[src/rtl/interrupt_sequencer_pkg.sv]
// Shared types for the interrupt entry sequencer: interrupt sources,
// sequence states, stack push selectors and the registered output bundle.
package interrupt_pkg;

    typedef enum logic [2:0] {
        SRC_NONE  = 3'd0,
        SRC_RESET = 3'd1,
        SRC_NMI   = 3'd2,
        SRC_IRQ   = 3'd3,
        SRC_BRK   = 3'd4
    } src_t;

    typedef enum logic [2:0] {
        ST_IDLE    = 3'd0,
        ST_DUMMY1  = 3'd1,
        ST_DUMMY2  = 3'd2,
        ST_STK_PCH = 3'd3,
        ST_STK_PCL = 3'd4,
        ST_STK_P   = 3'd5,
        ST_VEC_LO  = 3'd6,
        ST_VEC_HI  = 3'd7
    } seq_state_t;

    localparam logic [1:0] PUSH_PCH = 2'd0;
    localparam logic [1:0] PUSH_PCL = 2'd1;
    localparam logic [1:0] PUSH_P   = 2'd2;

    typedef struct packed {
        logic        seq_active;
        logic        push_en;
        logic        sp_dec;
        logic [1:0]  push_sel;
        logic        b_flag;
        logic [15:0] vec_addr;
        logic        vec_lo_load;
        logic        vec_hi_load;
        logic        set_i;
        logic        seq_done;
    } seq_out_t;

endpackage

[src/rtl/interrupt_sequencer_if.sv]
// Core-side handshake between the 8227 datapath/decoder and the interrupt
// sequencer. master = core, slave = sequencer.
interface interrupt_sequencer_if;
    logic        reset_req;
    logic        instr_done;
    logic        irq_mask;
    logic        brk_req;
    logic        seq_active;
    logic        push_en;
    logic        sp_dec;
    logic [1:0]  push_sel;
    logic        b_flag;
    logic [15:0] vec_addr;
    logic        vec_lo_load;
    logic        vec_hi_load;
    logic        set_i;
    logic        seq_done;

    modport master (
        output reset_req, instr_done, irq_mask, brk_req,
        input  seq_active, push_en, sp_dec, push_sel, b_flag, vec_addr,
               vec_lo_load, vec_hi_load, set_i, seq_done
    );

    modport slave (
        input  reset_req, instr_done, irq_mask, brk_req,
        output seq_active, push_en, sp_dec, push_sel, b_flag, vec_addr,
               vec_lo_load, vec_hi_load, set_i, seq_done
    );
endinterface

[src/rtl/interrupt_sequencer_sync_edge_detect.sv]
// Multi-flop synchronizer for an asynchronous input, with the synchronized
// level and a one-cycle pulse on its rising edge.
module sync_edge_detect #(
    parameter int STAGES = 2
) (
    input  logic clk,
    input  logic rst,
    input  logic d,
    output logic level,
    output logic rise
);
    logic [STAGES-1:0] sync_q, sync_d;
    logic              prev_q, prev_d;

    // Shift the raw input through the chain and remember the last synced level.
    always_comb begin
        sync_d = {sync_q[STAGES-2:0], d};
        prev_d = sync_q[STAGES-1];
    end

    // Synchronizer and edge-history flops.
    always_ff @(posedge clk or posedge rst) begin
        if (rst) begin
            sync_q <= '0;
            prev_q <= 1'b0;
        end else begin
            sync_q <= sync_d;
            prev_q <= prev_d;
        end
    end

    assign level = sync_q[STAGES-1];
    assign rise  = sync_q[STAGES-1] & ~prev_q;
endmodule

[src/rtl/interrupt_sequencer.sv]
// Reset/NMI/IRQ/BRK entry sequencer for the 8227 core: picks a source at an
// instruction boundary and runs the 7-cycle dummy/stack/vector sequence.
// Optional build macro: INTERRUPT_SEQUENCER_NMI_HIJACK_EN lets a pending NMI
// take over the vector fetch of an IRQ/BRK sequence already pushing state.
module interrupt_sequencer
    import interrupt_pkg::*;
#(
    parameter logic [15:0] NMI_VECTOR   = 16'hFFFA,
    parameter logic [15:0] RESET_VECTOR = 16'hFFFC,
    parameter logic [15:0] IRQ_VECTOR   = 16'hFFFE,
    parameter int          SYNC_STAGES  = 2
) (
    input  logic                  clk,
    input  logic                  rst,
    input  logic                  nmi,
    input  logic                  irq,
    interrupt_sequencer_if.slave  bus
);
    seq_state_t state_q, state_d;
    src_t       src_q, src_d;
    logic       nmi_pending_q, nmi_pending_d;
    logic       reset_pending_q, reset_pending_d;
    seq_out_t   out_q, out_d;
    logic       nmi_level_unused, nmi_rise;
    logic       irq_level, irq_rise_unused;
    logic       irq_take;

    sync_edge_detect #(.STAGES(SYNC_STAGES)) u_nmi_sync (
        .clk(clk), .rst(rst), .d(nmi), .level(nmi_level_unused), .rise(nmi_rise)
    );

    sync_edge_detect #(.STAGES(SYNC_STAGES)) u_irq_sync (
        .clk(clk), .rst(rst), .d(irq), .level(irq_level), .rise(irq_rise_unused)
    );

    // Vector low-byte address for a source; IRQ and BRK share one vector.
    function automatic logic [15:0] vec_base(input src_t s);
        case (s)
            SRC_RESET: vec_base = RESET_VECTOR;
            SRC_NMI:   vec_base = NMI_VECTOR;
            default:   vec_base = IRQ_VECTOR;
        endcase
    endfunction

    assign irq_take = irq_level & ~bus.irq_mask;

    // Next state, latched source and pending-request bookkeeping.
    always_comb begin
        state_d         = state_q;
        src_d           = src_q;
        nmi_pending_d   = nmi_pending_q;
        reset_pending_d = reset_pending_q;
        case (state_q)
            ST_IDLE: begin
                if (reset_pending_q) begin
                    state_d         = ST_DUMMY1;
                    src_d           = SRC_RESET;
                    reset_pending_d = 1'b0;
                end else if (bus.instr_done && (nmi_pending_q || irq_take || bus.brk_req)) begin
                    state_d = ST_DUMMY1;
                    if (nmi_pending_q)  src_d = SRC_NMI;
                    else if (irq_take)  src_d = SRC_IRQ;
                    else                src_d = SRC_BRK;
                end else begin
                    src_d = SRC_NONE;
                end
            end
            ST_DUMMY1:  state_d = ST_DUMMY2;
            ST_DUMMY2:  state_d = ST_STK_PCH;
            ST_STK_PCH: state_d = ST_STK_PCL;
            ST_STK_PCL: state_d = ST_STK_P;
            ST_STK_P: begin
                state_d = ST_VEC_LO;
`ifdef INTERRUPT_SEQUENCER_NMI_HIJACK_EN
                if (nmi_pending_q && (src_q == SRC_IRQ || src_q == SRC_BRK)) src_d = SRC_NMI;
                else                                                        src_d = src_q;
`else
                src_d = src_q;
`endif
            end
            ST_VEC_LO: begin
                state_d = ST_VEC_HI;
                if (src_q == SRC_NMI) nmi_pending_d = 1'b0;
                else                  nmi_pending_d = nmi_pending_q;
            end
            ST_VEC_HI: begin
                state_d = ST_IDLE;
                src_d   = SRC_NONE;
            end
            default: begin
                state_d = ST_IDLE;
                src_d   = SRC_NONE;
            end
        endcase
        // A soft reset request abandons whatever is running.
        if (bus.reset_req) begin
            state_d         = ST_DUMMY1;
            src_d           = SRC_RESET;
            reset_pending_d = 1'b0;
        end else begin
            reset_pending_d = reset_pending_d;
        end
        // A new NMI edge wins over a same-cycle clear.
        if (nmi_rise) nmi_pending_d = 1'b1;
        else          nmi_pending_d = nmi_pending_d;
    end

    // Decode the strobes for the state being entered so outputs come straight from flops.
    always_comb begin
        out_d            = '0;
        out_d.seq_active = (state_d != ST_IDLE);
        case (state_d)
            ST_STK_PCH: begin
                out_d.push_en  = (src_d != SRC_RESET);
                out_d.sp_dec   = 1'b1;
                out_d.push_sel = PUSH_PCH;
            end
            ST_STK_PCL: begin
                out_d.push_en  = (src_d != SRC_RESET);
                out_d.sp_dec   = 1'b1;
                out_d.push_sel = PUSH_PCL;
            end
            ST_STK_P: begin
                out_d.push_en  = (src_d != SRC_RESET);
                out_d.sp_dec   = 1'b1;
                out_d.push_sel = PUSH_P;
                out_d.b_flag   = (src_d == SRC_BRK);
            end
            ST_VEC_LO: begin
                out_d.vec_addr    = vec_base(src_d);
                out_d.vec_lo_load = 1'b1;
                out_d.set_i       = 1'b1;
            end
            ST_VEC_HI: begin
                out_d.vec_addr    = vec_base(src_d) + 16'd1;
                out_d.vec_hi_load = 1'b1;
                out_d.seq_done    = 1'b1;
            end
            default: out_d.vec_addr = 16'h0000;
        endcase
    end

    // State, source, pending flags and registered strobes.
    always_ff @(posedge clk or posedge rst) begin
        if (rst) begin
            state_q         <= ST_IDLE;
            src_q           <= SRC_NONE;
            nmi_pending_q   <= 1'b0;
            reset_pending_q <= 1'b1;
            out_q           <= '0;
        end else begin
            state_q         <= state_d;
            src_q           <= src_d;
            nmi_pending_q   <= nmi_pending_d;
            reset_pending_q <= reset_pending_d;
            out_q           <= out_d;
        end
    end

    assign bus.seq_active  = out_q.seq_active;
    assign bus.push_en     = out_q.push_en;
    assign bus.sp_dec      = out_q.sp_dec;
    assign bus.push_sel    = out_q.push_sel;
    assign bus.b_flag      = out_q.b_flag;
    assign bus.vec_addr    = out_q.vec_addr;
    assign bus.vec_lo_load = out_q.vec_lo_load;
    assign bus.vec_hi_load = out_q.vec_hi_load;
    assign bus.set_i       = out_q.set_i;
    assign bus.seq_done    = out_q.seq_done;
endmodule
[src/flat_wrapper.sv]
// flat-port wrapper written by rule: the top's interface ports become plain ports
module interrupt_sequencer_flat import interrupt_pkg::*;
#(
    parameter logic [15:0] NMI_VECTOR   = 16'hFFFA,
    parameter logic [15:0] RESET_VECTOR = 16'hFFFC,
    parameter logic [15:0] IRQ_VECTOR   = 16'hFFFE,
    parameter int          SYNC_STAGES  = 2
)
  (clk, rst, nmi, irq, bus_reset_req, bus_instr_done, bus_irq_mask, bus_brk_req, bus_seq_active, bus_push_en, bus_sp_dec, bus_push_sel, bus_b_flag, bus_vec_addr, bus_vec_lo_load, bus_vec_hi_load, bus_set_i, bus_seq_done);
  interrupt_sequencer_if bus_i ();
  input  logic clk;
  input  logic rst;
  input  logic nmi;
  input  logic irq;
  input wire logic [$bits(bus_i.reset_req)-1:0] bus_reset_req;
  input wire logic [$bits(bus_i.instr_done)-1:0] bus_instr_done;
  input wire logic [$bits(bus_i.irq_mask)-1:0] bus_irq_mask;
  input wire logic [$bits(bus_i.brk_req)-1:0] bus_brk_req;
  output wire logic [$bits(bus_i.seq_active)-1:0] bus_seq_active;
  output wire logic [$bits(bus_i.push_en)-1:0] bus_push_en;
  output wire logic [$bits(bus_i.sp_dec)-1:0] bus_sp_dec;
  output wire logic [$bits(bus_i.push_sel)-1:0] bus_push_sel;
  output wire logic [$bits(bus_i.b_flag)-1:0] bus_b_flag;
  output wire logic [$bits(bus_i.vec_addr)-1:0] bus_vec_addr;
  output wire logic [$bits(bus_i.vec_lo_load)-1:0] bus_vec_lo_load;
  output wire logic [$bits(bus_i.vec_hi_load)-1:0] bus_vec_hi_load;
  output wire logic [$bits(bus_i.set_i)-1:0] bus_set_i;
  output wire logic [$bits(bus_i.seq_done)-1:0] bus_seq_done;
  assign bus_i.reset_req = bus_reset_req;
  assign bus_i.instr_done = bus_instr_done;
  assign bus_i.irq_mask = bus_irq_mask;
  assign bus_i.brk_req = bus_brk_req;
  assign bus_seq_active = bus_i.seq_active;
  assign bus_push_en = bus_i.push_en;
  assign bus_sp_dec = bus_i.sp_dec;
  assign bus_push_sel = bus_i.push_sel;
  assign bus_b_flag = bus_i.b_flag;
  assign bus_vec_addr = bus_i.vec_addr;
  assign bus_vec_lo_load = bus_i.vec_lo_load;
  assign bus_vec_hi_load = bus_i.vec_hi_load;
  assign bus_set_i = bus_i.set_i;
  assign bus_seq_done = bus_i.seq_done;
  interrupt_sequencer #(.NMI_VECTOR(NMI_VECTOR), .RESET_VECTOR(RESET_VECTOR), .IRQ_VECTOR(IRQ_VECTOR), .SYNC_STAGES(SYNC_STAGES)) u_core (.clk(clk), .rst(rst), .nmi(nmi), .irq(irq), .bus(bus_i));
endmodule
[config.mk]
export PLATFORM = sky130hd
export DESIGN_NAME = interrupt_sequencer_flat
export DESIGN_NICKNAME = d
export VERILOG_FILES = /design/src/rtl/interrupt_sequencer_pkg.sv /design/src/rtl/interrupt_sequencer_if.sv /design/src/rtl/interrupt_sequencer_sync_edge_detect.sv /design/src/rtl/interrupt_sequencer.sv /design/src/flat_wrapper.sv
export SDC_FILE = /design/constraint.sdc
export NUM_CORES = 1
export LEC_CHECK = 0
export ABC_AREA = 1
export CAP_MARGIN = 20
export CORE_AREA = 10 10 80 62
export CTS_BUF_LIST = sky130_fd_sc_hd__clkbuf_8
export DETAILED_ROUTE_END_ITERATION = 6
export DIE_AREA = 0 0 90 72
export GPL_TIMING_DRIVEN = 0
export PLACE_DENSITY = 0.67
export SYNTH_ARGS = -nofsm -noshare
export SYNTH_HDL_FRONTEND = slang
export SYNTH_SLANG_ARGS = --single-unit
[constraint.sdc]
create_clock -name clk -period 1.2 [get_ports clk]
set_input_delay 0.3 -clock clk [delete_from_list [all_inputs] [get_ports clk]]
set_output_delay 0.3 -clock clk [all_outputs]
set_load 0.005 [all_outputs]
==> results of run 1 <==
## critical path, delay by kind of cell, from the launching register on
family	cells	cell delay (ps)
buf+inv	3	350
flops	1	420
## power breakdown
part / internal (mW) / switching [mW]
sequential: 0.851 / 0.0407
combinational: 0.237 / 0.224
clock: 0.229 / 0.249
total: 1.32 / 0.514
## kinds of logic after synthesis
kind of cell | count (synthesis) | share of synthesized area, %
AO/OA/AOI/OAI | 6 | 4.009
buffers and inverters | 43 | 19.07
flip-flops | 24 | 52.11
AND/OR/NAND/NOR | 48 | 24.81
## layer usage
metal | up-vias | wire [um] | track usage (%)
li1 | 457 | - | -
met1 | 431 | 1215 | 10.13
met2 | 34 | 1558 | 15.92
met3 | 3 | 194 | 3.392
met4 | 0 | 20 | 2.113
met5 | - | 0 | 0
## placed cells by master, fill, tap and decap left out, types with 2 or more instances in the layout
cell type	Yosys	final
sky130_fd_sc_hd__nor2_1	10	6
sky130_fd_sc_hd__nand3_4	1	2
sky130_fd_sc_hd__clkdlybuf4s15_1	0	8
sky130_fd_sc_hd__nand2_2	3	4
sky130_fd_sc_hd__nor2_2	2	2
sky130_fd_sc_hd__dfrtp_2	0	4
sky130_fd_sc_hd__nand2_1	12	8
sky130_fd_sc_hd__dfrtp_1	23	19
sky130_fd_sc_hd__nand3_2	7	9
sky130_fd_sc_hd__clkbuf_8	0	3
sky130_fd_sc_hd__nand2_4	2	5
sky130_fd_sc_hd__nand4_1	5	5
sky130_fd_sc_hd__nor2_4	0	4
sky130_fd_sc_hd__buf_4	15	8
sky130_fd_sc_hd__inv_4	1	3
sky130_fd_sc_hd__clkdlybuf4s50_1	0	4
sky130_fd_sc_hd__buf_6	0	35
sky130_fd_sc_hd__o21ai_2	1	2
sky130_fd_sc_hd__inv_2	7	6
sky130_fd_sc_hd__dlygate4sd2_1	0	3
sky130_fd_sc_hd__inv_1	20	19
## state kept, by name, summed over array words and instances (netlist names)
signal	count
u_core.u_nmi_sync.prev_q	1
u_core.state_q	3
u_core.nmi_pending_q	1
u_core.u_irq_sync.sync_q	2
u_core.bus.set_i	1
u_core.bus.push_sel	2
u_core.src_q	3
u_core.bus.sp_dec	1
u_core.bus.vec_hi_load	1
u_core.reset_pending_q	1
u_core.bus.seq_active	1
u_core.bus.b_flag	1
u_core.bus.push_en	1
u_core.bus.vec_addr	3
u_core.u_nmi_sync.sync_q	2
## cell type report
class	instances	area [um^2]	area share, %
timing repair buffer	46	452.9	24.28
sequential	24	606.8	32.53
inverter	28	116.4	6.237
tap	50	62.56	3.353
multi-input combinational	54	424.2	22.74
buffer	14	157.7	8.451
clock buffer	3	41.29	2.213
clock inverter	1	3.754	0.2012
## how the worst min path moves through the flow
stage | endpoint | slack, ps | cells past startpoint
detailed placement | u_core.u_nmi_sync.sync_q[1]$_DFF_PP0_ | 330 | 0
finish | u_core.u_irq_sync.sync_q[1]$_DFF_PP0_ | 350 | 0
CTS | u_core.u_nmi_sync.sync_q[1]$_DFF_PP0_ | 350 | 0
global placement | u_core.u_irq_sync.sync_q[1]$_DFF_PP0_ | 330 | 0
global route | u_core.u_irq_sync.sync_q[1]$_DFF_PP0_ | 360 | 0
floorplan | u_core.bus.b_flag$_DFF_PP0_ | 310 | 1
## repair_timing
action / 4_1_cts / 5_1_grt
endpoints found under the hold margin: 0 / 0
pin swaps: 13 / 10
resized for setup: 136 / 21
setup buffers: 11 / 2
endpoints found under the setup margin: 34 / 29
==> out/results.txt, run 1 <==
Number of max-cap violations = 0
Count of hold buffers inserted by post-cts repair = 0
Number of buffers between clock root and the deepest sink = 2
Number of clock sinks = 24
Violated checks = negative setup slack
Total standard cell area after synthesis = 1155 um^2
Final period demand of the worst path = 1348 ps
Most frequent cell after synthesis = sky130_fd_sc_hd__dfrtp_1
Last weighted congestion value of the routability-driven placer = 0.8859
Initial antenna violation count = 0
Worst Setup Slack post-DPL = -433.7 ps
Hold_ws = 351.2 ps
Mean post-synth cell area = 9.544 um^2
Register area share after synthesis = 52.11%
Num CTS Buffers = 3
Number of DRC violations after detailed-routing iteration 0 = 32
Largest incremental delay on the critical path = 420 ps
Non-filler cells, final = 220
Skew-Pair Late Insertion Delay = 270 ps
Power per standard cell area = 981.7 nW/um^2
Slew Viols, Final = 0
Largest net degree at the start of global routing = 25
Growth of design area from synthesis to finish = 61.54%
Cell count of the worst reg-to-reg path = 7
Die boundary width = 90 um
Area enclosed by the die boundary = 6480 um^2
Final setup violation count = 19
Worst reg-to-reg setup slack = -110 ps
Critical path's most frequent cell = sky130_fd_sc_hd__buf_6
Number of enable-type register cells in the synthesized netlist = 0
Number of primary I/O pins = 34
Synth unique cells = 22
GRT overflow = 0
Clk Tree Root Cell = sky130_fd_sc_hd__clkbuf_8
Number of H-tree levels = 1
Synth Register Bits = 24
Setup slack of the critical path after layout = -148.4 ps
Number of remaining DRC errors = 0
Count of vias placed by the detailed router = 925
Vertical die dimension = 72 um
Share of the synthesized area in the top cell type = 49.84%
Worst setup startpoint = u_core.bus.vec_addr[14]$_DFF_PP0_
Warnings from Yosys = 0
Nature of the critical path endpoint = output pin
Number of hold-slack violations in the final timing report = 0
Dpl hpwl = 2.040 mm
Run status = finished, violations left
Worst Setup EP = bus_vec_addr[4]
Class of the most critical hold timing path = reg -> reg
DR vias/cell = 4.205
Endpoint of the lowest-slack register-to-register path = u_core.bus.push_en$_DFF_PP0_
Clock Skew = 7.633 ps
Global Route Usage Sum = 8.986%
Crit start category = flip-flop
Post-synth top cells = sky130_fd_sc_hd__dfrtp_1, sky130_fd_sc_hd__inv_1, sky130_fd_sc_hd__buf_4, sky130_fd_sc_hd__nand2_1, sky130_fd_sc_hd__nor2_1
Area of the placeable core = 3401 um^2
Portion of the clock cycle consumed by the worst path in the final layout = 112.4%
Overall power of the completed layout = 1.831 mW
Source of the worst hold timing path = u_core.u_irq_sync.sync_q[0]$_DFF_PP0_
Initial core utilization = 33.96%
Global-route wire length before repair = 4.795 mm
Drt wl/cell = 13.59 um
Cells taking the most area after synthesis = sky130_fd_sc_hd__dfrtp_1, sky130_fd_sc_hd__buf_4, sky130_fd_sc_hd__inv_1, sky130_fd_sc_hd__nand3_2, sky130_fd_sc_hd__nand2_1
Net total in the final layout = 179
Asr flop ratio synth = 100.0%
Fraction of layout instances using a drive strength above 1 = 55.29%
Fillers = 298
Cell at the slowest stage of the critical path = sky130_fd_sc_hd__dfrtp_2
Diodes inserted = 0
Worst setup path category = reg -> out
CP required = 900 ps
Count of input and output buffers = 33
Final Instance Area = 1866 um^2
Prevailing post-synth register cell = sky130_fd_sc_hd__dfrtp_1
Setup Total Neg Slack = -2154 ps
TritonCTS clock tree = built
Synth Instances = 121
Largest fanout of any net on the critical path = 7
Cell accounting for the most synthesized area = sky130_fd_sc_hd__dfrtp_1
Sum of routed wire length over all layers = 2.989 mm
Leak Pwr = 0.9724 nW
Number of iterations in the first detailed-routing pass = 4
Largest vdd supply drop = 0.5411 mV
CP cell instances = buf_6, buf_6, buf_6
Floorplan row count = 18
Start of the worst register-to-register path = u_core.state_q[1]$_DFF_PP0_
Nets in the synthesized netlist = 129
Placed Cells = 204
Post-layout utilization of the core = 54.86%
Number of nets with antenna violations after detailed routing = 0
Slew @ Worst Pin = 513.1 ps
Number of global-route vias before repair = 906
Signal arrival time at the worst endpoint = 1050 ps
Max Freq = 741.6 MHz
RSZ-0062 raised after global routing = yes
Clock-pin slew on the worst setup and hold paths = 80 ps
Post-Place Cell Area = 1553 um^2
Slew margin rel. = 65.72%
No activity file was read; power rests on OpenSTA's default activity.
==> run 2, diff against run 1 <==
--- a/config.mk
+++ b/config.mk
@@ -7,10 +7,10 @@
 export LEC_CHECK = 0
 export ABC_AREA = 1
 export CAP_MARGIN = 20
-export CORE_AREA = 10 10 80 62
+export CORE_AREA = 2 2 72 54
 export CTS_BUF_LIST = sky130_fd_sc_hd__clkbuf_8
 export DETAILED_ROUTE_END_ITERATION = 6
-export DIE_AREA = 0 0 90 72
+export DIE_AREA = 0 0 74 56
 export GPL_TIMING_DRIVEN = 0
 export PLACE_DENSITY = 0.67
 export SYNTH_ARGS = -nofsm -noshare
==> out/results.txt, run 2 (synthesis results as in run 1) <==
Run status = finished, violations left
Violated checks = negative setup slack
Die boundary width = 74 um
CP required = 900 ps
Net switching fraction of the power = 26.86%
Count of input and output buffers = 33
Nature of the critical path endpoint = output pin
Number of nets with antenna violations after detailed routing = 0
TritonCTS clock tree = built
Area enclosed by the die boundary = 4144 um^2
Largest vdd supply drop = 0.8004 mV
Diodes inserted = 0
Number of buffers between clock root and the deepest sink = 2
Combinational cell fraction of total power = 24.4%
Number of H-tree levels = 1
CP cell instances = buf_6, buf_6, buf_6
Leading cell types in the layout, fill and taps excluded = sky130_fd_sc_hd__buf_6, sky130_fd_sc_hd__dfrtp_1, sky130_fd_sc_hd__inv_1
Worst Setup Slack post-DPL = -421.5 ps
Final setup violation count = 21
Number of iterations in the first detailed-routing pass = 4
Slew margin rel. = 66.29%
Net total in the final layout = 181
Number of hold-slack violations in the final timing report = 0
Clock-pin slew on the worst setup and hold paths = 80 ps
Slew Viols, Final = 0
Number of max-cap violations = 0
Fraction of power consumed by the clock network = 28.1%
Initial core utilization = 33.96%
Share of total power in sequential cells = 47.5%
DR vias/cell = 4.311
Dpl hpwl = 1.804 mm
Count of hold buffers inserted by post-cts repair = 0
Non-filler cells, final = 222
Largest incremental delay on the critical path = 430 ps
Portion of the clock cycle consumed by the worst path in the final layout = 113.2%
Last weighted congestion value of the routability-driven placer = 0.8556
Leak Pwr = 0.9705 nW
Setup slack of the critical path after layout = -158.7 ps
Largest net degree at the start of global routing = 25
Fraction of layout instances using a drive strength above 1 = 58.14%
Initial antenna violation count = 0
Sum of routed wire length over all layers = 2.766 mm
Largest fanout of any net on the critical path = 6
Power per standard cell area = 999.1 nW/um^2
Clk Tree Root Cell = sky130_fd_sc_hd__clkbuf_8
Signal arrival time at the worst endpoint = 1060 ps
Critical path's most frequent cell = sky130_fd_sc_hd__buf_6
Worst setup path category = reg -> out
Global-route wire length before repair = 4.471 mm
Net switching power of the design = 0.5074 mW
Number of clock sinks = 24
Fillers = 295
Class of the most critical hold timing path = reg -> reg
Global Route Usage Sum = 14.29%
Internal Dissipation = 1.381 mW
Vertical die dimension = 56 um
Drt wl/cell = 12.46 um
Final period demand of the worst path = 1359 ps
Slew @ Worst Pin = 504.6 ps
Floorplan row count = 18
Number of remaining DRC errors = 0
Cell at the slowest stage of the critical path = sky130_fd_sc_hd__dfrtp_2
Leading cell type in the layout, fill and taps excluded = sky130_fd_sc_hd__buf_6
Crit start category = flip-flop
RSZ-0062 raised after global routing = yes
Max Freq = 736.0 MHz
Number of primary I/O pins = 34
Num CTS Buffers = 3
Placed Cells = 204
Count of vias placed by the detailed router = 957
Area of the placeable core = 3401 um^2
Number of DRC violations after detailed-routing iteration 0 = 21
Number of global-route vias before repair = 986
Growth of design area from synthesis to finish = 63.70%
GRT overflow = 0
Skew-Pair Late Insertion Delay = 260 ps
Clock Skew = 6.337 ps
==> run 2: what timing repair did <==
action | in CTS | in global routing
cloned | 0 | 0
setup endpoints to repair | 34 | 31
buffers inserted | 13 | 3
pin swaps | 11 | 11
gates resized for setup | 131 | 26
==> run 2: routing by layer <==
layer | GRT usage (%) | up-vias | share of wire, %
met3 | 4.529 | 0 | 6.0
met1 | 17.05 | 464 | 40
li1 | - | 461 | -
met4 | 1.299 | 0 | 0
met2 | 25.77 | 32 | 54
met5 | 0 | - | 0
==> run 2: cell type report <==
class	instances	area (um^2)	share of cell area [%]
Buffer	13	146.4	7.743
Clock buffer	4	55.05	2.912
Inverter	28	113.9	6.023
Multi-Input combinational cell	54	424.2	22.44
Sequential cell	24	606.8	32.10
Tap cell	50	62.56	3.309
Timing Repair Buffer	49	481.7	25.48
==> run 2: per-stage QoR <==
stage                     setup TNS (ps)  utilization, %  instance area (um^2)  hold WS [ps]  total power [mW]
after floorplan                        0               -                  1160         313.9             1.083
after detailed placement          -14260           45.66                  1553         340.5             1.224
final                              -2293           55.59                  1891         356.5             1.889
after global placement            -12520           45.66                  1553         332.8             1.211
after global routing               -3393           55.59                  1891         370.5             1.996
after CTS                          -2112           53.05                  1804         360.3             1.852
==> run 2: worst paths after layout <==
| kind | start | endpoint | slack (ps) | cells past startpoint |
|---|---|---|---|---|
| setup / recovery | u_core.bus.vec_addr[14]$_DFF_PP0_ | bus_vec_addr[10] | -160 | 3 |
| hold / removal | u_core.u_irq_sync.sync_q[0]$_DFF_PP0_ | u_core.u_irq_sync.sync_q[1]$_DFF_PP0_ | 360 | 0 |
| setup reg to reg | u_core.state_q[1]$_DFF_PP0_ | u_core.bus.vec_addr[2]$_DFF_PP0_ | -130 | 8 |
| hold reg to reg | u_core.u_irq_sync.sync_q[0]$_DFF_PP0_ | u_core.u_irq_sync.sync_q[1]$_DFF_PP0_ | 360 | 0 |
| max in group asynchronous | rst | u_core.reset_pending_q$_DFFE_PP1P_ | 440 | 2 |
| min in group asynchronous | rst | u_core.bus.push_en$_DFF_PP0_ | 440 | 2 |
==> run 2: power by group through the flow <==
stage          clock network, mW  logic [mW]  registers (mW)
6_report                   0.531       0.460           0.898
4_1_cts                    0.556       0.407           0.889
3_3_place_gp                   0       0.305           0.905
3_5_place_dp                   0       0.316           0.909
5_1_grt                    0.597       0.495           0.904
2_1_floorplan                  0       0.181           0.902
==> run 2: worst max-delay path, delay by kind of cell (launching register included) <==
family / cells / cell delay (ps)
flip-flops: 1 / 430
buffers and inverters: 3 / 370
==> run 3, diff against run 2 <==
--- a/config.mk
+++ b/config.mk
@@ -6,6 +6,7 @@
 export NUM_CORES = 1
 export LEC_CHECK = 0
 export ABC_AREA = 1
+export ABC_CLOCK_PERIOD_IN_PS = 1200
 export CAP_MARGIN = 20
 export CORE_AREA = 2 2 72 54
 export CTS_BUF_LIST = sky130_fd_sc_hd__clkbuf_8
==> results of run 3 <==
The final DEF is identical to that of run 2; final timing and power are the same.
